`src/rtl/rv_cache_assoc_if.sv`:
```
// Core load/store port and slave bus signals of rv_cache_assoc, grouped as one bundle.
// slave = the cache side, master = the core plus bus agent that drives it.
`ifndef SLAVE_SEL_WIDTH
`define SLAVE_SEL_WIDTH 4
`endif

interface rv_cache_assoc_if;
  logic [31:0] i_addr;
  logic        i_read;
  logic        i_write;
  logic [3:0]  i_write_sel;
  logic [31:0] i_write_data;
  logic        i_flush;
  logic [31:0] o_data;
  logic        o_ack;
  logic [31:0] o_bus_addr;
  logic        o_bus_read;
  logic        o_bus_write;
  logic [3:0]  o_bus_sel;
  logic [31:0] o_bus_data;
  logic [31:0] i_bus_data;
  logic        i_bus_ack;

  modport slave (
    input  i_addr, i_read, i_write, i_write_sel, i_write_data, i_flush,
    input  i_bus_data, i_bus_ack,
    output o_data, o_ack, o_bus_addr, o_bus_read, o_bus_write, o_bus_sel, o_bus_data
  );

  modport master (
    output i_addr, i_read, i_write, i_write_sel, i_write_data, i_flush,
    output i_bus_data, i_bus_ack,
    input  o_data, o_ack, o_bus_addr, o_bus_read, o_bus_write, o_bus_sel, o_bus_data
  );
endinterface

```
`src/rtl/rv_cache_assoc.sv`:
```
// N-way set-associative write-through / no-write-allocate cache with line refill FSM,
// non-cacheable pass-through and read hit/miss counters.
`ifndef SLAVE_SEL_WIDTH
`define SLAVE_SEL_WIDTH 4
`endif

module rv_cache_assoc #(
  parameter int unsigned                  WAY_COUNT_BIT = 1,
  parameter int unsigned                  LINE_SIZE_BIT = 2,
  parameter int unsigned                  SET_COUNT_BIT = 3,
  parameter logic [`SLAVE_SEL_WIDTH-1:0]  ADDR_HI       = '0
) (
  input  logic               i_clk,
  input  logic               i_reset,
  rv_cache_assoc_if.slave    bus,
  output logic [31:0]        o_hit_count,
  output logic [31:0]        o_miss_count
);

  localparam int unsigned SSW   = `SLAVE_SEL_WIDTH;
  localparam int unsigned WAYS  = 1 << WAY_COUNT_BIT;
  localparam int unsigned WORDS = 1 << LINE_SIZE_BIT;
  localparam int unsigned SETS  = 1 << SET_COUNT_BIT;
  localparam int unsigned TAG_W = 32 - SSW - 2 - LINE_SIZE_BIT - SET_COUNT_BIT;
  localparam int unsigned WW    = (WAY_COUNT_BIT > 0) ? WAY_COUNT_BIT : 1;
  localparam int unsigned LW    = (LINE_SIZE_BIT > 0) ? LINE_SIZE_BIT : 1;
  localparam logic [LW-1:0] LAST_WORD = LW'(WORDS - 1);

  localparam logic [1:0] S_IDLE   = 2'd0;
  localparam logic [1:0] S_REFILL = 2'd1;
  localparam logic [1:0] S_WRITE  = 2'd2;
  localparam logic [1:0] S_BYPASS = 2'd3;

  logic [1:0]               r_state;
  logic [LW-1:0]            r_cnt;
  logic [WW-1:0]            r_vway;
  logic                     r_vic_from_ptr;
  logic                     r_fill_done;
  logic [31:0]              r_hit_count;
  logic [31:0]              r_miss_count;
  logic                     r_bus_read;
  logic                     r_bus_write;
  logic [31:0]              r_bus_addr;
  logic [3:0]               r_bus_sel;
  logic [31:0]              r_bus_data;
  logic [SETS-1:0]          r_valid [WAYS];
  logic [WW-1:0]            r_ptr   [SETS];
  logic [TAG_W-1:0]         r_tag   [WAYS][SETS];
  logic [31:0]              r_data  [WAYS][SETS][WORDS];

  logic                     w_cacheable;
  logic [TAG_W-1:0]         w_tag;
  logic [SET_COUNT_BIT-1:0] w_set;
  logic [LW-1:0]            w_word;
  logic [31:0]              w_line_base;
  logic                     w_hit;
  logic [WW-1:0]            w_hit_way;
  logic [31:0]              w_hit_data;
  logic                     w_free;
  logic [WW-1:0]            w_free_way;
  logic [WW-1:0]            w_ptr_next;
  logic                     w_ack;
  logic [31:0]              w_rdata;
  logic                     w_refill_we;
  logic                     w_write_hit;

  assign w_cacheable = (bus.i_addr[31 -: SSW] == ADDR_HI);
  assign w_tag       = bus.i_addr[31-SSW -: TAG_W];
  assign w_set       = bus.i_addr[2+LINE_SIZE_BIT +: SET_COUNT_BIT];
  assign w_line_base = bus.i_addr & ~(32'(WORDS * 4) - 32'd1);

  always_comb begin
    w_word = '0;
    if (LINE_SIZE_BIT != 0) w_word = bus.i_addr[2 +: LW];
  end

  always_comb begin
    w_hit      = 1'b0;
    w_hit_way  = '0;
    w_free     = 1'b0;
    w_free_way = '0;
    for (int unsigned i = 0; i < WAYS; i++) begin
      if (!w_hit && r_valid[i][w_set] && (r_tag[i][w_set] == w_tag)) begin
        w_hit     = 1'b1;
        w_hit_way = WW'(i);
      end
      if (!w_free && !r_valid[i][w_set]) begin
        w_free     = 1'b1;
        w_free_way = WW'(i);
      end
    end
  end

  assign w_hit_data  = r_data[w_hit_way][w_set][w_word];
  assign w_ptr_next  = (r_ptr[w_set] == WW'(WAYS - 1)) ? '0 : r_ptr[w_set] + 1'b1;
  assign w_refill_we = (r_state == S_REFILL) && bus.i_bus_ack;
  assign w_write_hit = (r_state == S_IDLE) && !bus.i_flush && !bus.i_read && bus.i_write &&
                       w_cacheable && w_hit;

  always_comb begin
    w_ack   = 1'b0;
    w_rdata = w_hit_data;
    case (r_state)
      S_IDLE:   w_ack = !bus.i_flush && bus.i_read && w_cacheable && w_hit;
      S_WRITE:  w_ack = bus.i_bus_ack;
      S_BYPASS: begin
        w_ack   = bus.i_bus_ack;
        w_rdata = bus.i_bus_data;
      end
      default:  w_ack = 1'b0;
    endcase
  end

  always_ff @(posedge i_clk or posedge i_reset) begin
    if (i_reset) begin
      r_state        <= S_IDLE;
      r_cnt          <= '0;
      r_vway         <= '0;
      r_vic_from_ptr <= 1'b0;
      r_fill_done    <= 1'b0;
      r_hit_count    <= '0;
      r_miss_count   <= '0;
      r_bus_read     <= 1'b0;
      r_bus_write    <= 1'b0;
      r_bus_addr     <= '0;
      r_bus_sel      <= '0;
      r_bus_data     <= '0;
      for (int unsigned i = 0; i < WAYS; i++) r_valid[i] <= '0;
      for (int unsigned s = 0; s < SETS; s++) r_ptr[s] <= '0;
    end else begin
      r_fill_done <= 1'b0;
      case (r_state)
        S_IDLE: begin
          if (bus.i_flush) begin
            for (int unsigned i = 0; i < WAYS; i++) r_valid[i] <= '0;
          end else if (bus.i_read) begin
            if (w_cacheable) begin
              // The hit that completes a refilled request is not a real hit.
              if (w_hit) begin
                if (!r_fill_done) r_hit_count <= r_hit_count + 32'd1;
              end else begin
                r_vway         <= w_free ? w_free_way : r_ptr[w_set];
                r_vic_from_ptr <= !w_free;
                if (!w_free) r_valid[r_ptr[w_set]][w_set] <= 1'b0;
                r_cnt          <= '0;
                r_miss_count   <= r_miss_count + 32'd1;
                r_bus_read     <= 1'b1;
                r_bus_addr     <= w_line_base;
                r_bus_sel      <= 4'hF;
                r_state        <= S_REFILL;
              end
            end else begin
              r_bus_read <= 1'b1;
              r_bus_addr <= bus.i_addr;
              r_bus_sel  <= 4'hF;
              r_state    <= S_BYPASS;
            end
          end else if (bus.i_write) begin
            r_bus_write <= 1'b1;
            r_bus_addr  <= bus.i_addr;
            r_bus_sel   <= bus.i_write_sel;
            r_bus_data  <= bus.i_write_data;
            r_state     <= S_WRITE;
          end
        end
        S_REFILL: begin
          if (bus.i_bus_ack) begin
            r_cnt <= r_cnt + 1'b1;
            if (r_cnt == LAST_WORD) begin
              r_valid[r_vway][w_set] <= 1'b1;
              if (r_vic_from_ptr) r_ptr[w_set] <= w_ptr_next;
              r_bus_read  <= 1'b0;
              r_fill_done <= 1'b1;
              r_state     <= S_IDLE;
            end else begin
              r_bus_addr <= r_bus_addr + 32'd4;
            end
          end
        end
        S_WRITE: begin
          if (bus.i_bus_ack) begin
            r_bus_write <= 1'b0;
            r_state     <= S_IDLE;
          end
        end
        default: begin
          if (bus.i_bus_ack) begin
            r_bus_read <= 1'b0;
            r_state    <= S_IDLE;
          end
        end
      endcase
    end
  end

  always_ff @(posedge i_clk) begin
    if (w_refill_we) begin
      r_data[r_vway][w_set][r_cnt] <= bus.i_bus_data;
      if (r_cnt == LAST_WORD) r_tag[r_vway][w_set] <= w_tag;
    end else if (w_write_hit) begin
      for (int unsigned b = 0; b < 4; b++)
        if (bus.i_write_sel[b]) r_data[w_hit_way][w_set][w_word][8*b +: 8] <= bus.i_write_data[8*b +: 8];
    end
  end

  assign bus.o_data      = w_rdata;
  assign bus.o_ack       = w_ack;
  assign bus.o_bus_addr  = r_bus_addr;
  assign bus.o_bus_read  = r_bus_read;
  assign bus.o_bus_write = r_bus_write;
  assign bus.o_bus_sel   = r_bus_sel;
  assign bus.o_bus_data  = r_bus_data;
  assign o_hit_count     = r_hit_count;
  assign o_miss_count    = r_miss_count;

endmodule

```
`src/flat_wrapper.sv`:
```
// flat-port wrapper written by rule: the top's interface ports become plain ports
module rv_cache_assoc_flat 
#(
  parameter int unsigned                  WAY_COUNT_BIT = 1,
  parameter int unsigned                  LINE_SIZE_BIT = 2,
  parameter int unsigned                  SET_COUNT_BIT = 3,
  parameter logic [`SLAVE_SEL_WIDTH-1:0]  ADDR_HI       = '0
)
  (i_clk, i_reset, o_hit_count, o_miss_count, bus_i_addr, bus_i_read, bus_i_write, bus_i_write_sel, bus_i_write_data, bus_i_flush, bus_i_bus_data, bus_i_bus_ack, bus_o_data, bus_o_ack, bus_o_bus_addr, bus_o_bus_read, bus_o_bus_write, bus_o_bus_sel, bus_o_bus_data);
  rv_cache_assoc_if bus_i ();
  input  logic i_clk;
  input  logic i_reset;
  output logic [31:0] o_hit_count;
  output logic [31:0] o_miss_count;
  input wire logic [$bits(bus_i.i_addr)-1:0] bus_i_addr;
  input wire logic [$bits(bus_i.i_read)-1:0] bus_i_read;
  input wire logic [$bits(bus_i.i_write)-1:0] bus_i_write;
  input wire logic [$bits(bus_i.i_write_sel)-1:0] bus_i_write_sel;
  input wire logic [$bits(bus_i.i_write_data)-1:0] bus_i_write_data;
  input wire logic [$bits(bus_i.i_flush)-1:0] bus_i_flush;
  input wire logic [$bits(bus_i.i_bus_data)-1:0] bus_i_bus_data;
  input wire logic [$bits(bus_i.i_bus_ack)-1:0] bus_i_bus_ack;
  output wire logic [$bits(bus_i.o_data)-1:0] bus_o_data;
  output wire logic [$bits(bus_i.o_ack)-1:0] bus_o_ack;
  output wire logic [$bits(bus_i.o_bus_addr)-1:0] bus_o_bus_addr;
  output wire logic [$bits(bus_i.o_bus_read)-1:0] bus_o_bus_read;
  output wire logic [$bits(bus_i.o_bus_write)-1:0] bus_o_bus_write;
  output wire logic [$bits(bus_i.o_bus_sel)-1:0] bus_o_bus_sel;
  output wire logic [$bits(bus_i.o_bus_data)-1:0] bus_o_bus_data;
  assign bus_i.i_addr = bus_i_addr;
  assign bus_i.i_read = bus_i_read;
  assign bus_i.i_write = bus_i_write;
  assign bus_i.i_write_sel = bus_i_write_sel;
  assign bus_i.i_write_data = bus_i_write_data;
  assign bus_i.i_flush = bus_i_flush;
  assign bus_i.i_bus_data = bus_i_bus_data;
  assign bus_i.i_bus_ack = bus_i_bus_ack;
  assign bus_o_data = bus_i.o_data;
  assign bus_o_ack = bus_i.o_ack;
  assign bus_o_bus_addr = bus_i.o_bus_addr;
  assign bus_o_bus_read = bus_i.o_bus_read;
  assign bus_o_bus_write = bus_i.o_bus_write;
  assign bus_o_bus_sel = bus_i.o_bus_sel;
  assign bus_o_bus_data = bus_i.o_bus_data;
  rv_cache_assoc #(.WAY_COUNT_BIT(WAY_COUNT_BIT), .LINE_SIZE_BIT(LINE_SIZE_BIT), .SET_COUNT_BIT(SET_COUNT_BIT), .ADDR_HI(ADDR_HI)) u_core (.i_clk(i_clk), .i_reset(i_reset), .bus(bus_i), .o_hit_count(o_hit_count), .o_miss_count(o_miss_count));
endmodule
```
`config.mk`:
```
export PLATFORM = sky130hd
export DESIGN_NAME = rv_cache_assoc_flat
export DESIGN_NICKNAME = d
export VERILOG_FILES = /design/src/rtl/rv_cache_assoc_if.sv /design/src/rtl/rv_cache_assoc.sv /design/src/flat_wrapper.sv
export SDC_FILE = /design/constraint.sdc
export NUM_CORES = 2
export LEC_CHECK = 0
export ABC_AREA = 1
export ABC_CLOCK_PERIOD_IN_PS = 6300
export CORE_MARGIN = 2
export CORE_UTILIZATION = 30
export DETAILED_ROUTE_END_ITERATION = 16
export DONT_BUFFER_PORTS = 1
export HOLD_SLACK_MARGIN = 0.06
export PLACE_DENSITY = 0.43
export SETUP_SLACK_MARGIN = 0.5
export SKIP_CTS_REPAIR_TIMING = 1
export SLEW_MARGIN = 40
export SYNTH_ARGS = -nofsm -noshare
export SYNTH_HDL_FRONTEND = slang
export SYNTH_SLANG_ARGS = --single-unit
```
`constraint.sdc`:
```
create_clock -name i_clk -period 6.3 [get_ports i_clk]
set_input_delay 0.63 -clock i_clk [delete_from_list [all_inputs] [get_ports i_clk]]
set_output_delay 0.63 -clock i_clk [all_outputs]
set_load 0.03 [all_outputs]
```
==> Yosys cells after proc, flatten, opt, wreduce, memory -nomap -nowiden <==
Memories as Yosys holds them, arrays and structs flattened.
Cells that the tools add are included.
{ "totals": {"elab_cells": 6398, "memories": 2, "in_bits": 106, "register_bits": 165, "ramBits": 2384} }
{ "op_classes": {"n_reduce_logical": 43, "n_addsub": 5, "mux": 3205, "eq_ne": 24, "n_lt_le_gt_ge": 12, "n_bitwise": 3085} }
{ "mem_list": {"columns": ["memory", "words", "width", "rd", "rd_clocked_by_memory_dff", "wr", "line_no", "text"], "rows": [
  ["u_core.r_data", 2, 1024, 1, 0, 1, "rv_cache_assoc.sv:49", "logic [31:0] r_data [WAYS][SETS][WORDS];"],
  ["u_core.r_tag", 2, 168, 2, 0, 1, "rv_cache_assoc.sv:48", "logic [TAG_W-1:0] r_tag [WAYS][SETS];"]
]} }
{ "ops": {"columns": ["op", "count"], "rows": [
  ["1024-bit two-way mux", 7],
  ["1-bit two-way mux", 3114],
  ["1-bit bitwise OR", 3072],
  ["128-bit demux with 3-bit select", 5],
  ["1024-bit OR reduction", 1],
  ["128-bit two-way mux", 7],
  ["128-bit binary-select mux with 3-bit select", 1],
  ["32-bit two-way mux", 12],
  ["32-bit demux with 2-bit select", 5],
  ["168-bit two-way mux", 1],
  ["16-bit two-way mux", 8],
  ["21-bit binary-select mux with 3-bit select", 2],
  ["21-bit two-way mux", 5],
  ["32-bit by 1-bit adder with 32-bit output (second input constant)", 2],
  ["32-bit binary-select mux with 2-bit select", 1],
  ["32-bit one-hot mux with 2 select lines", 1],
  ["21-bit demux with 3-bit select", 1],
  ["21-bit == test", 2],
  ["32-bit by 3-bit adder with 32-bit output (second input constant)", 1],
  ["16-bit one-hot mux with 2 select lines", 1],
  ["2-bit two-way mux", 13],
  ["24-bit two-way mux", 1],
  ["8-bit two-way mux", 3],
  ["6-bit AND reduction", 4],
  ["41 further kinds", 104]
]} }

==> Depth between registers and ports, before layout <==
{ "depth": {"word_depth": 20, "ltp_mapped": 32} }

==> Worst setup path before layout <==
Ideal clock, no wire load.
{ "synth_path": {"path_type": "input-to-reg", "from": "input port bus_i_addr[4]", "to": "memory u_core.r_data[0][1000] (netlist bit), data pin", "arrival_ns": 5.042, "slack_ns": 0.710, "path_buffers": 6, "required_ns": 5.752, "cell_stages": 29, "path_cell_list": "buf_2 -> inv_2 -> buf_4 -> buf_2 -> nand2_1 -> nand3_1 -> nand2_1 -> nor2_1 -> nor2_1 -> nor2_1 -> nand2_1 -> nor2_1 -> nand2_1 -> nor2_1 -> nand2_1 -> nand2_2 -> nand2_1 -> nor2_2 -> buf_2 -> o211ai_1 -> nand2_1 -> nor2_1 -> nand2_1 -> nor2_1 -> nand3_2 -> buf_4 -> buf_4 -> nor2_1 -> a21oi_1"} }
{ "synth_via": {"elab_chain_cells": 20, "word_cells_on_any_way": 3117, "cone_classes": "2 x order compare; 2 x eq/ne; 33 x mux; 3073 x bitwise; 7 x reduce/logical"} }
{ "synth_rtl": {"columns": ["element", "line_no", "text"], "rows": [
  ["from (decl)", "flat_wrapper.sv:15", "input wire logic [$bits(bus_i.i_addr)-1:0] bus_i_addr;"],
  ["3-bit inverter with 4-bit output (implied by the code)", "rv_cache_assoc.sv:83, rv_cache_assoc.sv:202", null],
  ["21-bit binary-select mux with 3-bit select", "rv_cache_assoc.sv:83", "if (!w_hit && r_valid[i][w_set] && (r_tag[i][w_set] == w_tag)) begin"],
  ["21-bit two-way mux (implied by the code) (2 in series)", "rv_cache_assoc.sv:83", null],
  ["21-bit == test", "rv_cache_assoc.sv:83", null],
  ["1-bit logical AND", "rv_cache_assoc.sv:83", null],
  ["1-bit two-way mux", "rv_cache_assoc.sv:83", null],
  ["1-bit logical NOT", "rv_cache_assoc.sv:83", null],
  ["1-bit logical AND (2 in series)", "rv_cache_assoc.sv:83", null],
  ["1-bit two-way mux", "rv_cache_assoc.sv:83", null],
  ["1-bit logical AND", "rv_cache_assoc.sv:98", "w_cacheable && w_hit;"],
  ["1-bit two-way mux", "rv_cache_assoc.sv:200", "end else if (w_write_hit) begin"],
  ["1-bit two-way mux", "rv_cache_assoc.sv:197", "if (w_refill_we) begin"],
  ["1024-bit two-way mux (implied by the code)", "rv_cache_assoc.sv:202", "if (bus.i_write_sel[b]) r_data[w_hit_way][w_set][w_word][8*b +: 8] <= bus.i_write_data[8*b +: 8];"],
  ["1-bit bitwise OR (no source line) (3 in series)", null, null],
  ["1024-bit OR reduction (no source line) *", null, null],
  ["1024-bit two-way mux (no source line) *", null, null],
  ["to (decl)", "rv_cache_assoc.sv:49", null]
]} }
Every way passes the cells marked *; elsewhere a longest branch is shown, timed or not. The select of a mux whose other input is x is not followed.

==> Final worst setup path <==
{ "layout_path": {"from": "input port bus_i_addr[4]", "to": "output port bus_o_data[21]"} }
{ "layout_via": {"elab_chain_cells": 19, "word_cells_on_any_way": 27, "cone_classes": "2 x eq/ne; 19 x mux; 1 x bitwise; 4 x reduce/logical; 1 x memory"} }
{ "layout_rtl": {"columns": ["element", "line_no", "text"], "rows": [
  ["3-bit inverter with 4-bit output (implied by the code)", "rv_cache_assoc.sv:83, rv_cache_assoc.sv:94", null],
  ["21-bit binary-select mux with 3-bit select", "rv_cache_assoc.sv:83", null],
  ["21-bit two-way mux (implied by the code) (2 in series)", "rv_cache_assoc.sv:83", null],
  ["21-bit == test", "rv_cache_assoc.sv:83", null],
  ["1-bit logical AND", "rv_cache_assoc.sv:83", null],
  ["1-bit two-way mux", "rv_cache_assoc.sv:83", null],
  ["1-bit logical NOT", "rv_cache_assoc.sv:83", null],
  ["1-bit logical AND (2 in series)", "rv_cache_assoc.sv:83", null],
  ["1-bit two-way mux", "rv_cache_assoc.sv:83", null],
  ["memory 2 x 1024 bit", null, null],
  ["128-bit binary-select mux with 3-bit select *", "rv_cache_assoc.sv:94", "assign w_hit_data = r_data[w_hit_way][w_set][w_word];"],
  ["128-bit two-way mux (implied by the code) * (2 in series)", "rv_cache_assoc.sv:94", null],
  ["32-bit binary-select mux with 2-bit select *", "rv_cache_assoc.sv:94", null],
  ["32-bit two-way mux (implied by the code) * (2 in series)", "rv_cache_assoc.sv:94", null],
  ["32-bit two-way mux *", "rv_cache_assoc.sv:103", "case (r_state)"],
  ["to (decl)", "flat_wrapper.sv:23", "output wire logic [$bits(bus_i.o_data)-1:0] bus_o_data;"]
]} }
Marked as above.

==> key figures <==
Global routing
  • Global-route wire length before repair: 564 mm
  • Initial antenna violation count: 33
  • Vias in the first global route: 74,557
  • Grt total ovfl: 0
  • GRT Overall Usage: 21.3%
  • Largest net degree at the start of global routing: 528

Yosys
  • Syn nets: 9,936
  • Syn. warnings: 0
  • EDFF count, synth: 2,384
  • Post-synth top area share: 66.5%
  • Top FF cell, synth: edfxtp_1
  • Synth area leaders: edfxtp_1 67%, nor2_1 7.3%, nand2_1 6.3%, o21ai_0 6.2%, dfrtp_1 3.8%
  • #FFs+latches synth: 2,549
  • Netlist cell types: 53
  • Asr flop ratio synth: 6.47%
  • Mapped cell area: 108,000 sq um
  • Synth area leader: edfxtp_1
  • Cells after Synth: 9,823
  • Syn_area_per_cell: 11.0 sq um
  • Sequential area share after synthesis: 70.4%

Power and ir drop
  • Maximum vdd ir drop: 0.224 mV
  • Sw frac: 26.5%
  • Leakage: 0.0450 uW
  • Overall Power: 39,600 uW
  • Power share of the clock group: 41.1%
  • Comb power frac: 9.3%
  • Sequential share of power: 49.7%
  • Net load switching power: 10,500 uW
  • P per Cell Area: 311 nW/um^2
  • Int Power: 29,100 uW

STA
  • Final Hold Fails: 16
  • Period utilization: 90.1%
  • Worst Hold Slack: -0.210 ns
  • Max-slew headroom: 34.1%
  • Final Max Slew Viols: 0
  • RSZ-0062 raised after global routing: yes
  • Setup ws final: 0.624 ns
  • Endpoints failing setup: 0
  • Setup Skew: 0.0731 ns
  • Fmax: 176 MHz
  • Worst slew pin tran: 0.986 ns
  • Final min period: 5.68 ns

Critical path
  • CP max-delay cell: nor2_1
  • Crit Path Class: primary input to output port
  • R2R Path Start: u_core.r_state[0]
  • CP endpoint kind: output port
  • Critical path arrival: 5.05 ns
  • Max FO, Critical Path: 34
  • Reg2reg setup slack: 0.90 ns
  • Setup crit start kind: primary input
  • Critical Path RT: 5.67 ns
  • FF-to-FF End: u_core.r_data[1][908]
  • Reg2reg path depth: 20
  • Worst stage delay on the critical path: 0.26 ns
  • Most used cell, CP: nor2_1

Hold path
  • Worst min-delay path endpoint: u_core.r_tag[0][140]
  • Hold Path Cell Cnt: 0
  • Hold Crit Class: primary input to flip-flop
  • HP Start: bus_i_addr[21]

Layout
  • Area of the multi-input gates: 28,800 sq um
  • Commonest non-fill, non-tap cell in the layout: edfxtp_1
  • Finished Cell Area: 127,000 sq um
  • Most frequent cells in the layout: 2,384 x edfxtp_1, 1,956 x nor2_1, 1,784 x nand2_1, 1,308 x o21ai_0, 426 x inv_1
  • NumNets Final: 10,248
  • Final Instance Count excl. Fillers: 15,113
  • Fill cells: 35,261
  • Share of cells above drive strength 1: 11.3%
  • Area grow syn2layout: 18.2%
  • Register area: 75,700 sq um

Floorplanning
  • Core area: 356,000 sq um
  • Die area: 363,000 sq um
  • Row cnt: 219
  • # IOs: 273
  • Initial core utilization: 30.2%
  • Die Height: 603 um
  • Chip width: 603 um

Routing
  • Vias after detailed routing: 77,221
  • DRC Markers: 0
  • Detail Route Antenna Nets: 0
  • Total Wirelength: 406 mm
  • Post-DR vias/cell: 5.11
  • Drt wl/cell: 26.9 um
  • First-pass detailed-route iteration total: 6
  • Starting DRT DRC Count: 8,683

Place
  • Hpwl dp: 252 mm
  • RD Place Congestion: 0.954
  • # port buffers: 0
  • Place WS: 0.143 ns
  • Placed Area: 117,000 sq um
  • Placed Cells: 14,519

Clocking
  • TritonCTS clock tree: done
  • Cts bufs inserted: 285
  • Clock Latency Late Sink: 0.94 ns
  • Clock Sinks: 2,549
  • Clock-pin transition on the worst setup and hold timing paths: 0.06 ns
  • Clk buf depth: 4
  • H-tree depth: 5
  • Root Buffer: clkbuf_16

Run status
  • Failing checks: hold timing
  • Status: finished with violations

Run
  • MaxCap Viol Count: 0
## critical path: cells and delay by family
family / cells / cell delay, ns
AO/OA/AOI/OAI: 3 / 0.30
buffers and inverters: 11 / 1.95
AND/OR/NAND/NOR: 18 / 2.06
## state kept, by name, indices dropped and copies added (netlist names)
name                    count
u_core.bus.o_bus_addr      32
u_core.bus.o_bus_data      32
u_core.bus.o_bus_read       1
u_core.bus.o_bus_sel        4
u_core.bus.o_bus_write      1
u_core.o_hit_count         32
u_core.o_miss_count        32
u_core.r_cnt                2
u_core.r_data            2048
u_core.r_fill_done          1
u_core.r_ptr                8
u_core.r_state              2
u_core.r_tag              336
u_core.r_valid             16
u_core.r_vic_from_ptr       1
u_core.r_vway               1
## how the worst max path moves through the flow
stage / startpoint / to / slack (ns)
CTS: u_core.r_tag[1][161] / bus_o_data[18] / -0.20
finish: bus_i_addr[4] / bus_o_data[21] / 0.62
floorplan: bus_i_addr[4] / u_core.r_data[0][1000] / 0.71
global route: u_core.r_tag[1][155] / bus_o_data[7] / 0.47
detailed placement: bus_i_addr[4] / bus_o_data[18] / 0.14
global placement: bus_i_addr[4] / u_core.r_data[1][908] / 0.11
## stage by stage
step	setup TNS (ns)	utilization, %
final	0	35.7
after CTS	-0.399	35.2
after detailed placement	0	32.8
after global routing	0	35.7
after global placement	0	32.6
after floorplan	0	-
## final cells by class
cell class | count | area share (%)
clock inverters | 133 | 0.913
inverters | 449 | 1.36
flip-flops and latches | 2549 | 59.5
repair buffers | 577 | 4.85
well taps | 4751 | 4.67
diodes | 7 | 0.0138
multi-input cells | 6273 | 22.6
clock buffers | 374 | 6.06
## kinds of logic after synthesis
kind of cell | Yosys count | share of synthesized area, %
and+or+nand+nor | 4366 | 16.0
DFF | 2549 | 70.4
AOI/OAI and AO/OA | 1823 | 9.05
buffers and inverters | 1001 | 3.83
xor gates and xnor gates | 76 | 0.619
adders and majority gates | 7 | 0.0814
muxes | 1 | 0.0105
## power by group through the flow
stage	clock (uW)	combinational [uW]	sequential (uW)
3_3_place_gp	0	3390	20000
6_report	16300	3670	19700
3_5_place_dp	0	3460	20000
2_1_floorplan	0	1910	19900
5_1_grt	17200	3930	19700
4_1_cts	16600	3470	19700
## cell usage after synthesis, types with 6 or more instances
cell type	n
inv_2	6
nand3b_1	25
inv_1	432
a21oi_1	63
nand4_1	31
o22ai_1	336
xor2_1	52
buf_4	35
o211ai_1	28
or2_2	12
or2_1	8
xnor2_1	24
a2bb2oi_1	18
ha_1	7
nand2_1	1802
nand3_1	311
buf_1	54
dfrtp_1	165
nor2_2	8
o21ai_0	1325
o21ai_1	33
clkbuf_1	369
buf_2	76
clkinv_1	10
edfxtp_1	2384
nor4_1	6
buf_6	18
nor2_1	2096
nor3_1	47
## routing by layer
| metal | track usage (%) | routed length [um] |
|---|---|---|
| met1 | 29.3 | 177000 |
| met4 | 5.75 | 11800 |
| met3 | 3.24 | 26600 |
| met5 | 0 | 58 |
| met2 | 34.9 | 191000 |
(Power assumes the default switching activity.)
